`src/rtl/mem_resp_queue.sv`:
```
// mem_resp_queue: DEPTH-entry in-order memory response queue with load alignment; define MEM_LWLR_EN to build LWL/LWR merging and in_rt storage
module mem_resp_queue #(
  parameter int DEPTH = 4,
  parameter int TAG_W = 64
) (
  input  logic                       clk,
  input  logic                       resetn,
  input  logic                       in_valid,
  output logic                       in_allowin,
  input  logic [6:0]                 in_load_type,
  input  logic                       in_store,
  input  logic                       in_exc,
  input  logic [1:0]                 in_offset,
  input  logic [31:0]                in_rt,
  input  logic [31:0]                in_result,
  input  logic [TAG_W-1:0]           in_tag,
  input  logic                       data_ok,
  input  logic [31:0]                rdata,
  input  logic                       flush,
  output logic                       out_valid,
  input  logic                       out_ready,
  output logic [31:0]                out_result,
  output logic [TAG_W-1:0]           out_tag,
  output logic                       out_exc,
  output logic [$clog2(DEPTH+1)-1:0] count,
  output logic                       resp_err
);
  localparam int PW = $clog2(DEPTH);
  localparam int CW = $clog2(DEPTH + 1);
  logic [6:0]       typ_q [DEPTH];
  logic [1:0]       off_q [DEPTH];
  logic [31:0]      res_q [DEPTH];
  logic [TAG_W-1:0] tag_q [DEPTH];
  logic [DEPTH-1:0] exc_q, exp_q, done_q;
  logic [PW-1:0]    head, tail, rptr;
  logic [CW-1:0]    drop_cnt, waiting;
  logic             found, accept, pop, drop_hit, match, new_exp;
  logic [4:0]       sh;
  logic [7:0]       bt;
  logic [15:0]      hw;
  logic [31:0]      aligned;
`ifdef MEM_LWLR_EN
  logic [31:0]      rt_q [DEPTH];
`else
  logic             unused_rt;
  assign unused_rt = ^in_rt;
`endif
  function automatic logic [PW-1:0] slot(input logic [PW-1:0] base, input int k);
    int s;
    s = int'(base) + k;
    return PW'(s >= DEPTH ? s - DEPTH : s);
  endfunction
  always_comb begin
    found = 1'b0;
    rptr = head;
    waiting = '0;
    for (int k = 0; k < DEPTH; k++) begin
      if (k < int'(count) && exp_q[slot(head, k)] && !done_q[slot(head, k)]) begin
        waiting = waiting + CW'(1);
        if (!found) begin
          found = 1'b1;
          rptr = slot(head, k);
        end
      end
    end
  end
  always_comb begin
    sh = {off_q[rptr], 3'b000};
    bt = 8'(rdata >> sh);
    hw = off_q[rptr][1] ? rdata[31:16] : rdata[15:0];
    aligned = typ_q[rptr][6] ? {{24{bt[7]}}, bt} :
              typ_q[rptr][5] ? {24'd0, bt} :
              typ_q[rptr][4] ? {{16{hw[15]}}, hw} :
              typ_q[rptr][3] ? {16'd0, hw} : rdata;
`ifdef MEM_LWLR_EN
    if (typ_q[rptr][1]) aligned = (rdata << (5'd24 - sh)) | (rt_q[rptr] & (32'h00FF_FFFF >> sh));
    if (typ_q[rptr][0]) aligned = (rdata >> sh) | (rt_q[rptr] & ~(32'hFFFF_FFFF >> sh));
`endif
  end
  assign drop_hit   = data_ok && drop_cnt != '0;
  assign match      = data_ok && !drop_hit && found;
  assign new_exp    = (|in_load_type || in_store) && !in_exc;
  assign in_allowin = !flush && ({1'b0, count} + {1'b0, drop_cnt} < (CW+1)'(DEPTH));
  assign accept     = in_valid && in_allowin;
  assign out_valid  = count != '0 && done_q[head];
  assign pop        = out_valid && out_ready && !flush;
  assign out_result = res_q[head];
  assign out_tag    = tag_q[head];
  assign out_exc    = exc_q[head];
  always_ff @(posedge clk or negedge resetn) begin
    if (!resetn) begin
      head <= '0;
      tail <= '0;
      count <= '0;
      drop_cnt <= '0;
      resp_err <= 1'b0;
      exc_q <= '0;
      exp_q <= '0;
      done_q <= '0;
      for (int i = 0; i < DEPTH; i++) begin
        typ_q[i] <= '0;
        off_q[i] <= '0;
        res_q[i] <= '0;
        tag_q[i] <= '0;
`ifdef MEM_LWLR_EN
        rt_q[i] <= '0;
`endif
      end
    end else begin
      if (data_ok && !drop_hit && !found) resp_err <= 1'b1;
      if (flush) begin
        head <= '0;
        tail <= '0;
        count <= '0;
        drop_cnt <= drop_cnt + waiting - CW'(drop_hit || match);
      end else begin
        drop_cnt <= drop_cnt - CW'(drop_hit);
        if (match) begin
          done_q[rptr] <= 1'b1;
          if (|typ_q[rptr]) res_q[rptr] <= aligned;
        end
        if (accept) begin
          typ_q[tail] <= in_load_type;
          off_q[tail] <= in_offset;
          res_q[tail] <= in_result;
          tag_q[tail] <= in_tag;
          exc_q[tail] <= in_exc;
          exp_q[tail] <= new_exp;
          done_q[tail] <= !new_exp;
`ifdef MEM_LWLR_EN
          rt_q[tail] <= in_rt;
`endif
          tail <= slot(tail, 1);
        end
        if (pop) head <= slot(head, 1);
        count <= count + CW'(accept) - CW'(pop);
      end
    end
  end
endmodule

```
`config.mk`:
```
export PLATFORM = sky130hd
export DESIGN_NAME = mem_resp_queue
export DESIGN_NICKNAME = d
export VERILOG_FILES = /design/src/rtl/mem_resp_queue.sv
export SDC_FILE = /design/constraint.sdc
export NUM_CORES = 1
export LEC_CHECK = 0
export BUFFER_PORTS_ARGS = -buffer_cell sky130_fd_sc_hd__buf_2
export CAP_MARGIN = 10
export CELL_PAD_IN_SITES_DETAIL_PLACEMENT = 1
export CELL_PAD_IN_SITES_GLOBAL_PLACEMENT = 1
export CORE_MARGIN = 2
export CORE_UTILIZATION = 41
export DETAILED_ROUTE_END_ITERATION = 8
export MAX_ROUTING_LAYER = met4
export PLACE_DENSITY_LB_ADDON = 0.15
export SLEW_MARGIN = 20
export SYNTH_ARGS = -nofsm -noshare
export SYNTH_HDL_FRONTEND = slang
export SYNTH_SLANG_ARGS = --single-unit
```
`constraint.sdc`:
```
create_clock -name clk -period 4.58 [get_ports clk]
set_input_delay 0.916 -clock clk [delete_from_list [all_inputs] [get_ports clk]]
set_output_delay 0.916 -clock clk [all_outputs]
set_load 0.1 [all_outputs]
```
==> flow_summary.ini, run 1 <==
[pwr]
switching_share_pct = 48.35
power_frac_clock_pct = 19.7
switchingPower_mw = 10.37
pwr-share-comb_pct = 51.4
p_per_area_nw_per_um2 = 817.0
ir_worst_vdd_uv = 416.4
p_leak_nw = 12.85
finalPower_mw = 21.46
internal-power_mw = 11.08
power.share.sequential_pct = 28.9

[critical_path]
crit_required_ps = 5020
worst_setup_path_start_kind = flop
crit_type = flop to flop
r2r_cells = 14
cp-end-kind = flop
crit_fanout = 16
regToRegSetupSlack_ps = 140
critPathLaunch = head[0]
r2r_start = head[0]
cp.arrival_ps = 4880
r2r_end = res_q[65]

[timing]
whs_ps = 361.2
worstMarginPinSlew_ps = 1018
relSlewSlack_pct = 32.10
setup_viol_count_final = 0
fin_crit_sh_pct = 96.91
slew_violations = 0
hold_viol_final = 0
fmax_mhz = 225.3
min_period_ps = 4438
fin_worst_skew_ps = 10.33

[clock_network]
cts_buffers = 52
cts_buffer_depth = 3
cts-root-buf = clkbuf_16
clk_latency_ps = 600
cts_sinks = 443
clkSlewWorstSetupHoldPaths_ps = 60
cts_hold_buf = 0
htreeDepth = 2
cts_tree = yes

[floorplan]
coreArea_um2 = 53710
die_x_um = 236.7
initial_core_util_pct = 41.34
ios = 280
rows = 85
die_area_um2 = 56030
dieHeight_um = 236.7

[global_route]
grt_pass1_vias = 19708
track_usage_pct = 27.27
gr-total-overflow = 0
grt_max_degree = 96
grt_first_pass_wirelength_mm = 115.1
antenna_found_initial = 19

[yosys]
netlist_top_cells_area = dfrtp_1 (50%), nand2_1 (17%), mux4_2 (9.9%)
synth_edf_count = 0
syn_area_per_cell_um2 = 9.886
synth.distinct_cells = 80
yosysMostFrequentCell = nand2_1
synth_cells = 2246
synth-seq-cells = 443
ys_seq_area_share_pct = 49.93
synthesis.nets = 2443
synth_common_cells = nand2_1 (981), dfrtp_1 (443), mux4_2 (98)
yosysTopAreaCellShare_pct = 49.93
async_flop_share_pct = 100.0
ys_warn_count = 0
yosys_most_used_dff = dfrtp_1
syn_area_um2 = 22200
yosysTopAreaCell = dfrtp_1

[detailed_routing]
num_vias = 17803
drt_iter0_markers = 1132
via_per_inst = 5.536
firstDrtPassIters = 5
drc = 0
wl_mm = 73.55
ant_nets = 0
wl_per_cell_um = 22.87

[final_layout]
syn_to_final_growth_pct = 18.29
final_cell_area_um2 = 26260
fin_nets = 2661
drive_above_1_share_pct = 24.46

[placed_design]
gp_congestion = 0.7957
dpl-instance-area_um2 = 24370
port-buffer-count = 247
hpwl_mm = 45.60

[status]
status = completed

[flow_run]
max-cap-violations = 0

[hold_path]
hold_class = primary input to async pin
layout make-up:
cell class	instances	area (um^2)
multi-input cells	1568	10270
inverters	85	319.1
clock buffers	80	1558
flip-flops and latches	443	11090
diodes	18	45.04
repair buffers	314	1942
well taps	696	870.8
clock inverters	12	167.7
fillers	6007	27440
cell families (layout without fill, tap and decap cells):
| logic type | after synthesis | after routing | share of synthesized area, % |
|---|---|---|---|
| DFF | 443 | 443 | 49.93 |
| buffers and inverters | 235 | 491 | 4.491 |
| xor gates and xnor gates | 10 | 10 | 0.3945 |
| and+or+nand+nor | 1081 | 1081 | 19.54 |
| other | 0 | 18 | 0 |
| muxes | 156 | 156 | 12.73 |
| AOI/OAI and AO/OA | 301 | 301 | 11.73 |
| adders and majority gates | 20 | 20 | 1.195 |
metal layers:
layer	vias up	share of wire [%]	track usage, %
li1	8059	-	-
met1	9249	43	33.67
met2	375	50	45.67
met3	120	4.6	4.873
met4	0	2.5	8.650
met5	-	0	-
worst max-delay path, cell delays in order, from the launching register on:
cell	delay, ps
dfrtp_4	560
or2_2	400
o221ai_1	220
o21ai_0	160
ha_1	280
nor3b_2	200
and2_0	160
o31a_1	350
and2_4	230
a222oi_1	310
nand2_1	280
or3_1	520
nand4_2	230
buf_12	220
o221ai_1	140
state kept, by name, indices dropped and copies added (netlist names):
name / cells
res_q: 128
exp_q: 4
off_q: 8
tail: 2
count: 3
exc_q: 4
tag_q: 256
drop_cnt: 3
done_q: 4
head: 2
typ_q: 28
resp_err: 1
cells in the final DEF (no fill, tap or decap), drive strengths merged, types with 4 or more instances in the layout:
| cell type | n |
|---|---|
| or4 | 4 |
| nor4 | 5 |
| clkbuf | 81 |
| ha | 18 |
| dfrtp | 443 |
| clkinv | 6 |
| o41ai | 4 |
| buf | 313 |
| and3 | 8 |
| or3 | 5 |
| nand4 | 5 |
| xnor2 | 7 |
| nand2 | 981 |
| inv | 87 |
| and2 | 7 |
| nand3 | 12 |
| o21ai | 77 |
| mux2 | 8 |
| o221ai | 66 |
| nand2b | 10 |
| nor2 | 24 |
| a21oi | 30 |
| diode | 18 |
| o21a | 25 |
| mux4 | 98 |
| nor2b | 7 |
| mux2i | 50 |
| a22oi | 64 |
| bufinv | 4 |
power by group through the flow:
stage	logic [mW]	registers [mW]	clock network, mW
5_1_grt	11.7	6.37	4.48
6_report	11.0	6.19	4.23
2_1_floorplan	8.77	6.04	0
3_3_place_gp	10.7	6.13	0
4_1_cts	11.0	6.18	4.34
3_5_place_dp	11.0	6.22	0
timing repair:
| action | CTS | global route |
|---|---|---|
| endpoints found under the hold margin | 0 | 0 |
| endpoints found under the setup margin | 0 | 128 |
| resized for setup | 0 | 8 |
| setup buffers | 0 | 7 |
worst max path at each step:
stage / to / slack, ps / cells past startpoint
5_1_grt: res_q[68] / -30 / 16
3_5_place_dp: res_q[68] / 110 / 16
6_report: res_q[65] / 140 / 14
3_3_place_gp: res_q[4] / 140 / 17
2_1_floorplan: res_q[94] / 160 / 16
4_1_cts: res_q[68] / 70 / 16
through the flow:
stage | setup TNS (ps) | instances | utilization (%) | setup slack [ps]
floorplan | 0 | 2246 | - | 155.7
global placement | 0 | 3098 | 45.38 | 142.1
detailed placement | 0 | 3098 | 45.38 | 105.1
CTS | 0 | 3190 | 48.60 | 67.96
global route | -75.97 | 3216 | 48.90 | -31.77
finish | 0 | 3216 | 48.90 | 141.7
Power figures use the tool's default switching activity.
==> run 2: changes to the inputs <==
--- a/config.mk
+++ b/config.mk
@@ -14,6 +14,7 @@
 export DETAILED_ROUTE_END_ITERATION = 8
 export MAX_ROUTING_LAYER = met4
 export PLACE_DENSITY_LB_ADDON = 0.15
+export REMOVE_ABC_BUFFERS = 1
 export SLEW_MARGIN = 20
 export SYNTH_ARGS = -nofsm -noshare
 export SYNTH_HDL_FRONTEND = slang
==> run 2 against run 1 <==
  * Via count barely moved
  * Critical path type unchanged
  * Wire length down 0.28%
  * Clock-buffer cell count is 2 lower
  * Non-clock buffer count decreased by 14
  * Sequential cell count did not move
  * Design area barely moved
==> flow_summary.ini, run 2 (synthesized netlist as in run 1, its figures left out) <==
[final_layout]
final_common_cell = nand2_1
final_cell_area_um2 = 26260
fin_nets = 2647
drive_above_1_share_pct = 24.14
syn_to_final_growth_pct = 18.25
top_regs = tag_q: 256 flops, res_q: 128 flops, typ_q: 28 flops
final_util_pct = 48.89
regMostFlops = tag_q
largest_register_ffs = 256
instances_no_fill = 3201
layout_common_cells = nand2_1 (976), dfrtp_1 (441), buf_2 (246)

[critical_path]
critPathSlowestCell = dfrtp_4
r2r_end = res_q[47]
max_stage_delay_ps = 560
cp_cell_sequence = or2_2 > o221ai_1 > o21ai_0 > ha_1 > nor3b_2 > and2_0 > o31a_1 > and2_4 > a222oi_1 > nand2_1 > buf_4 > o41ai_4 > buf_4 > a22oi_1 > o21ai_1
crit_type = flop to flop
crit_required_ps = 5110
regToRegSetupSlack_ps = 220
cp-end-kind = flop
r2r_cells = 15
crit_buf_inv = 2
worst_setup_path_start_kind = flop
critPathTopFamily = compound AO/OA/AOI/OAI gates
cp_common_cell = buf_4
crit_fanout = 18
cp.arrival_ps = 4890
r2r_start = head[0]

[global_route]
gr-total-overflow = 0
antenna_found_initial = 14
grt_pass1_vias = 19677
grt_first_pass_wirelength_mm = 115.9
track_usage_pct = 27.34
grt_max_degree = 92

[hold_path]
hold_class = primary input to async pin

[timing]
setup_viol_count_final = 0
worstMarginPinSlew_ps = 1139
slew_violations = 0
whs_ps = 312.6
fin_crit_sh_pct = 95.22
fmax_mhz = 229.3
relSlewSlack_pct = 24.04
fin_worst_skew_ps = 23.84
rsz0062_at_grt = false
min_period_ps = 4361
hold_viol_final = 0

[detailed_routing]
ant_nets = 0
wl_per_cell_um = 22.91
drt_iter0_markers = 1046
wl_mm = 73.34
via_per_inst = 5.565
firstDrtPassIters = 5
drc = 0
num_vias = 17812

[floorplan]
coreArea_um2 = 53710
die_x_um = 236.7
ios = 280
die_area_um2 = 56030
initial_core_util_pct = 41.34
rows = 85
dieHeight_um = 236.7

[clock_network]
cts_sinks = 443
clk_latency_ps = 610
cts_tree = yes
cts-root-buf = clkbuf_16
htreeDepth = 2
cts_hold_buf = 0
cts_buffer_depth = 3
cts_buffers = 52
clkSlewWorstSetupHoldPaths_ps = 60

[placed_design]
dpl-instance-area_um2 = 24370
hpwl_mm = 44.81
dp.cells = 3091
gp_congestion = 0.7798
port-buffer-count = 247

[pwr]
ir_worst_vdd_uv = 453.9
switching_share_pct = 48.38
p_per_area_nw_per_um2 = 819.7
power.share.sequential_pct = 28.8
pwr-share-comb_pct = 51.0
p_leak_nw = 12.82
switchingPower_mw = 10.41
power_frac_clock_pct = 20.2
internal-power_mw = 11.11

[status]
status = completed

[flow_run]
max-cap-violations = 0
run 2: repair_timing:
action	CTS	global route
endpoints found under the setup margin	0	128
buffers inserted	0	1
gates resized for setup	0	10
hold endpoints to repair	0	0
run 2: cell type report:
| type | instances | area (um^2) |
|---|---|---|
| Sequential cell | 443 | 11090 |
| Multi-Input combinational cell | 1568 | 10250 |
| Fill cell | 5990 | 27450 |
| Clock buffer | 78 | 1550 |
| Antenna cell | 15 | 37.54 |
| Timing Repair Buffer | 300 | 1898 |
| Tap cell | 696 | 870.8 |
| Clock inverter | 16 | 241.5 |
| Inverter | 85 | 319.1 |
run 2: power groups by stage:
stage	clock network (mW)	registers, mW	logic (mW)
after floorplan	0	6.15	8.49
after detailed placement	0	6.22	11.0
after CTS	4.45	6.19	11.0
final	4.35	6.20	11.0
after global placement	0	6.13	10.7
after global routing	4.60	6.37	11.6
run 2: through the flow:
step           total power, mW   TNS, ps  setup slack [ps]
4_1_cts                  21.64         0             81.36
3_5_place_dp             17.21         0             101.4
2_1_floorplan            14.64  -1051730             -4749
3_3_place_gp             16.84         0             123.8
6_report                 21.52         0             218.7
5_1_grt                  22.60         0             4.893
run 2: how the worst max path moves through the flow:
stage | from | end | cells past startpoint | slack (ps)
floorplan | head[0] | res_q[64] | 13 | -4750
global placement | head[1] | res_q[5] | 15 | 120
detailed placement | head[1] | res_q[3] | 15 | 100
CTS | head[1] | res_q[6] | 15 | 80
global route | head[0] | res_q[47] | 15 | 5
finish | head[0] | res_q[47] | 15 | 220
run 2: worst register-to-register path: stages, from the launching register on:
cell and delay (ps):
dfrtp_4 560, or2_2 410, o221ai_1 240, o21ai_0 160, ha_1 280, nor3b_2 200, and2_0 160, o31a_1 360
and2_4 230, a222oi_1 300, nand2_1 140, buf_4 180, o41ai_4 420, buf_4 360, a22oi_1 140, o21ai_1 140
run 2: per-layer routing:
metal | up-vias | track usage, % | wire length (um) | share of wire (%)
met5 | - | - | 0 | 0
met4 | 0 | 7.787 | 1666 | 2.3
met3 | 108 | 4.208 | 3321 | 4.5
met2 | 380 | 46.03 | 37320 | 51
met1 | 9309 | 34.33 | 31030 | 42
li1 | 8015 | - | - | -
==> run 3: changes to the inputs <==
--- a/config.mk
+++ b/config.mk
@@ -5,16 +5,17 @@
 export SDC_FILE = /design/constraint.sdc
 export NUM_CORES = 1
 export LEC_CHECK = 0
+export ABC_AREA = 1
 export BUFFER_PORTS_ARGS = -buffer_cell sky130_fd_sc_hd__buf_2
 export CAP_MARGIN = 10
 export CELL_PAD_IN_SITES_DETAIL_PLACEMENT = 1
 export CELL_PAD_IN_SITES_GLOBAL_PLACEMENT = 1
 export CORE_MARGIN = 2
-export CORE_UTILIZATION = 41
+export CORE_UTILIZATION = 39
 export DETAILED_ROUTE_END_ITERATION = 8
 export MAX_ROUTING_LAYER = met4
 export PLACE_DENSITY_LB_ADDON = 0.15
-export REMOVE_ABC_BUFFERS = 1
+export RECOVER_POWER = 50
 export SLEW_MARGIN = 20
 export SYNTH_ARGS = -nofsm -noshare
 export SYNTH_HDL_FRONTEND = slang
==> run 3 against run 2 <==
  * The run now ends with max-capacitance violations, max-slew violations left
  * Core utilization is 3.8 points lower
  * Worst setup slack better by 160 ps
  * Critical path depth is 7 higher
  * Largest power group unchanged
  * Highest routed layer unchanged
==> flow_summary.ini, run 3 <==
[status]
status = finished with violations
failed_checks = max-capacitance violations, max-slew violations

[timing]
relSlewSlack_pct = -97.63
setup_viol_count_final = 0
rsz0062_at_grt = false
slew_violations = 105
min_period_ps = 4204
hold_viol_final = 0
fmax_mhz = 237.8
fin_worst_skew_ps = 13.32
tns_ps = 0
worstMarginPinSlew_ps = 2964
fin_ws_ps = 375.6
fin_crit_sh_pct = 91.80

[critical_path]
crit_type = flop to flop
r2r_end = res_q[39]
worst_setup_path_start_kind = flop
crit_required_ps = 5130
cp-end-kind = flop
cp.arrival_ps = 4760
crit_path_end = res_q[39]
crit_fanout = 32
regToRegSetupSlack_ps = 380
critPathLaunch = head[1]
r2r_cells = 22
r2r_start = head[1]

[yosys]
async_flop_share_pct = 100.0
synthesis.nets = 3506
yosys_most_used_dff = dfrtp_1
syn_area_um2 = 24250
synth-seq-cells = 443
ys_seq_area_share_pct = 45.71
synth_cells = 3309
syn_area_per_cell_um2 = 7.328
synth_common_cells = nand2_1 (1365), dfrtp_1 (443), inv_1 (322)
netlist_top_cells_area = dfrtp_1 (46%), nand2_1 (21%), o21ai_0 (6.3%)
yosysTopAreaCell = dfrtp_1
yosysMostFrequentCell = nand2_1
synth_edf_count = 0
ys_warn_count = 0
yosysTopAreaCellShare_pct = 45.71
synth.distinct_cells = 41

[clock_network]
cts_hold_buf = 0
clkSlewWorstSetupHoldPaths_ps = 60
cts-root-buf = clkbuf_16
cts_sinks = 443
cts_buffer_depth = 3
clk_latency_ps = 620
cts_tree = yes
cts_buffers = 53
htreeDepth = 2

[final_layout]
top_regs = tag_q: 256 flops, res_q: 128 flops, typ_q: 28 flops
largest_register_ffs = 256
drive_above_1_share_pct = 13.34
final_common_cell = nand2_1
layout_common_cells = nand2_1 (1364), dfrtp_1 (441), inv_1 (321)
fin_nets = 3638
regMostFlops = tag_q
syn_to_final_growth_pct = 14.62

[floorplan]
coreArea_um2 = 61600
initial_core_util_pct = 39.37
ios = 280
dieHeight_um = 253.4
die_area_um2 = 64190
die_x_um = 253.4
rows = 91

[detailed_routing]
via_per_inst = 5.446
num_vias = 23658
wl_mm = 90.12
drt_iter0_markers = 1354
ant_nets = 0
wl_per_cell_um = 20.75
firstDrtPassIters = 5
drc = 0

[global_route]
antenna_found_initial = 22
grt_first_pass_wirelength_mm = 142.1
grt_max_degree = 140
grt_pass1_vias = 25484
track_usage_pct = 28.98
gr-total-overflow = 0

[hold_path]
hold_class = flop to flop

[placed_design]
hpwl_mm = 55.19
gp_congestion = 0.8245
dp_slack_ps = 259.2
port-buffer-count = 247

[pwr]
ir_worst_vdd_uv = 505.6
p_per_area_nw_per_um2 = 778.8
p_leak_nw = 15.02
finalPower_mw = 21.65

[flow_run]
max-cap-violations = 1
[run 3: cell types whose count changed after synthesis, moves of 54 or more]
cell,before,now
inv_1,85,322
o21ai_0,15,305
nand2_1,981,1365
clkbuf_1,95,149
o21ai_1,62,0
nand3_1,8,279
mux4_2,98,0
[run 3: stage by stage]
step	area (um^2)	cells	hold WS [ps]	util, %
global route	27790	4343	487.8	45.12
floorplan	24260	3309	449.2	-
CTS	27810	4322	418.4	45.14
finish	27790	4344	477.5	45.12
global placement	26010	4223	450.8	42.22
detailed placement	26010	4223	464.6	42.22
[run 3: kinds of logic (layout without fill, tap and decap cells)]
kind of cell             after synthesis  count (layout)  share of synthesized area, %
buffers and inverters                554             730                         9.618
other                                  0              22                             0
flip-flops                           443             443                         45.71
adder cells (fa/ha/maj)               20              20                         1.094
multiplexers                           1               1                       0.04128
AO/OA/AOI/OAI                        551             551                         13.51
AND/OR/NAND/NOR                     1734            1734                         29.81
XOR/XNOR                               6               6                        0.2167
[run 3: how the worst min path moves through the flow]
stage	start	end	slack, ps	cells after the start
4_1_cts	resetn	count[0]	420	1
6_report	resp_err	resp_err	480	1
3_5_place_dp	resp_err	resp_err	460	1
3_3_place_gp	resp_err	resp_err	450	1
2_1_floorplan	off_q[0]	off_q[0]	450	2
5_1_grt	resp_err	resp_err	490	1
[run 3: what timing repair did]
action / CTS / global route
resized for setup: 0 / 5
buffers inserted: 0 / 0
endpoints found under the setup margin: 0 / 67
[run 3: area by class of cell]
type | count | area [um^2]
Sequential cell | 443 | 11090
Tap cell | 837 | 1047
Fill cell | 7706 | 33800
Timing Repair Buffer | 290 | 1649
Antenna cell | 22 | 55.05
Clock inverter | 20 | 236.5
Inverter | 341 | 1308
Clock buffer | 79 | 1564
Multi-Input combinational cell | 2312 | 10850
[run 3: layer usage]
metal	part of all wire (%)	GRT usage, %	vias up	wire [um]
li1	-	-	10886	-
met1	42	34.11	12068	37790
met2	50	49.94	545	44780
met3	5.4	4.903	159	4858
met4	3.0	10.14	0	2696
met5	0	-	-	0
[run 3: worst max-delay path, stage by stage (launching register included)]
cell     delay (ps)
dfrtp_2         510
inv_2           210
nand2_1         110
nand2_1         110
nand3_1          90
nand3_1         110
ha_1            270
nand2_1         120
nor2_2          120
nand2_1          80
nand3_2         120
nand2_2         240
inv_2           260
nand2_1         120
nand2_4         190
nor2_8           60
nand3_4         150
nand3_4         320
inv_4           540
nand3_1         150
nand2_1         120
nand2_1          60
nand2_1          50
[run 3: report_power, final]
part | leakage (nW) | internal [mW] | total [mW] | switching, mW
clock | 0.895 | 2.59 | 4.42 | 1.82
combinational | 8.85 | 2.44 | 10.8 | 8.33
sequential | 5.28 | 5.56 | 6.46 | 0.900
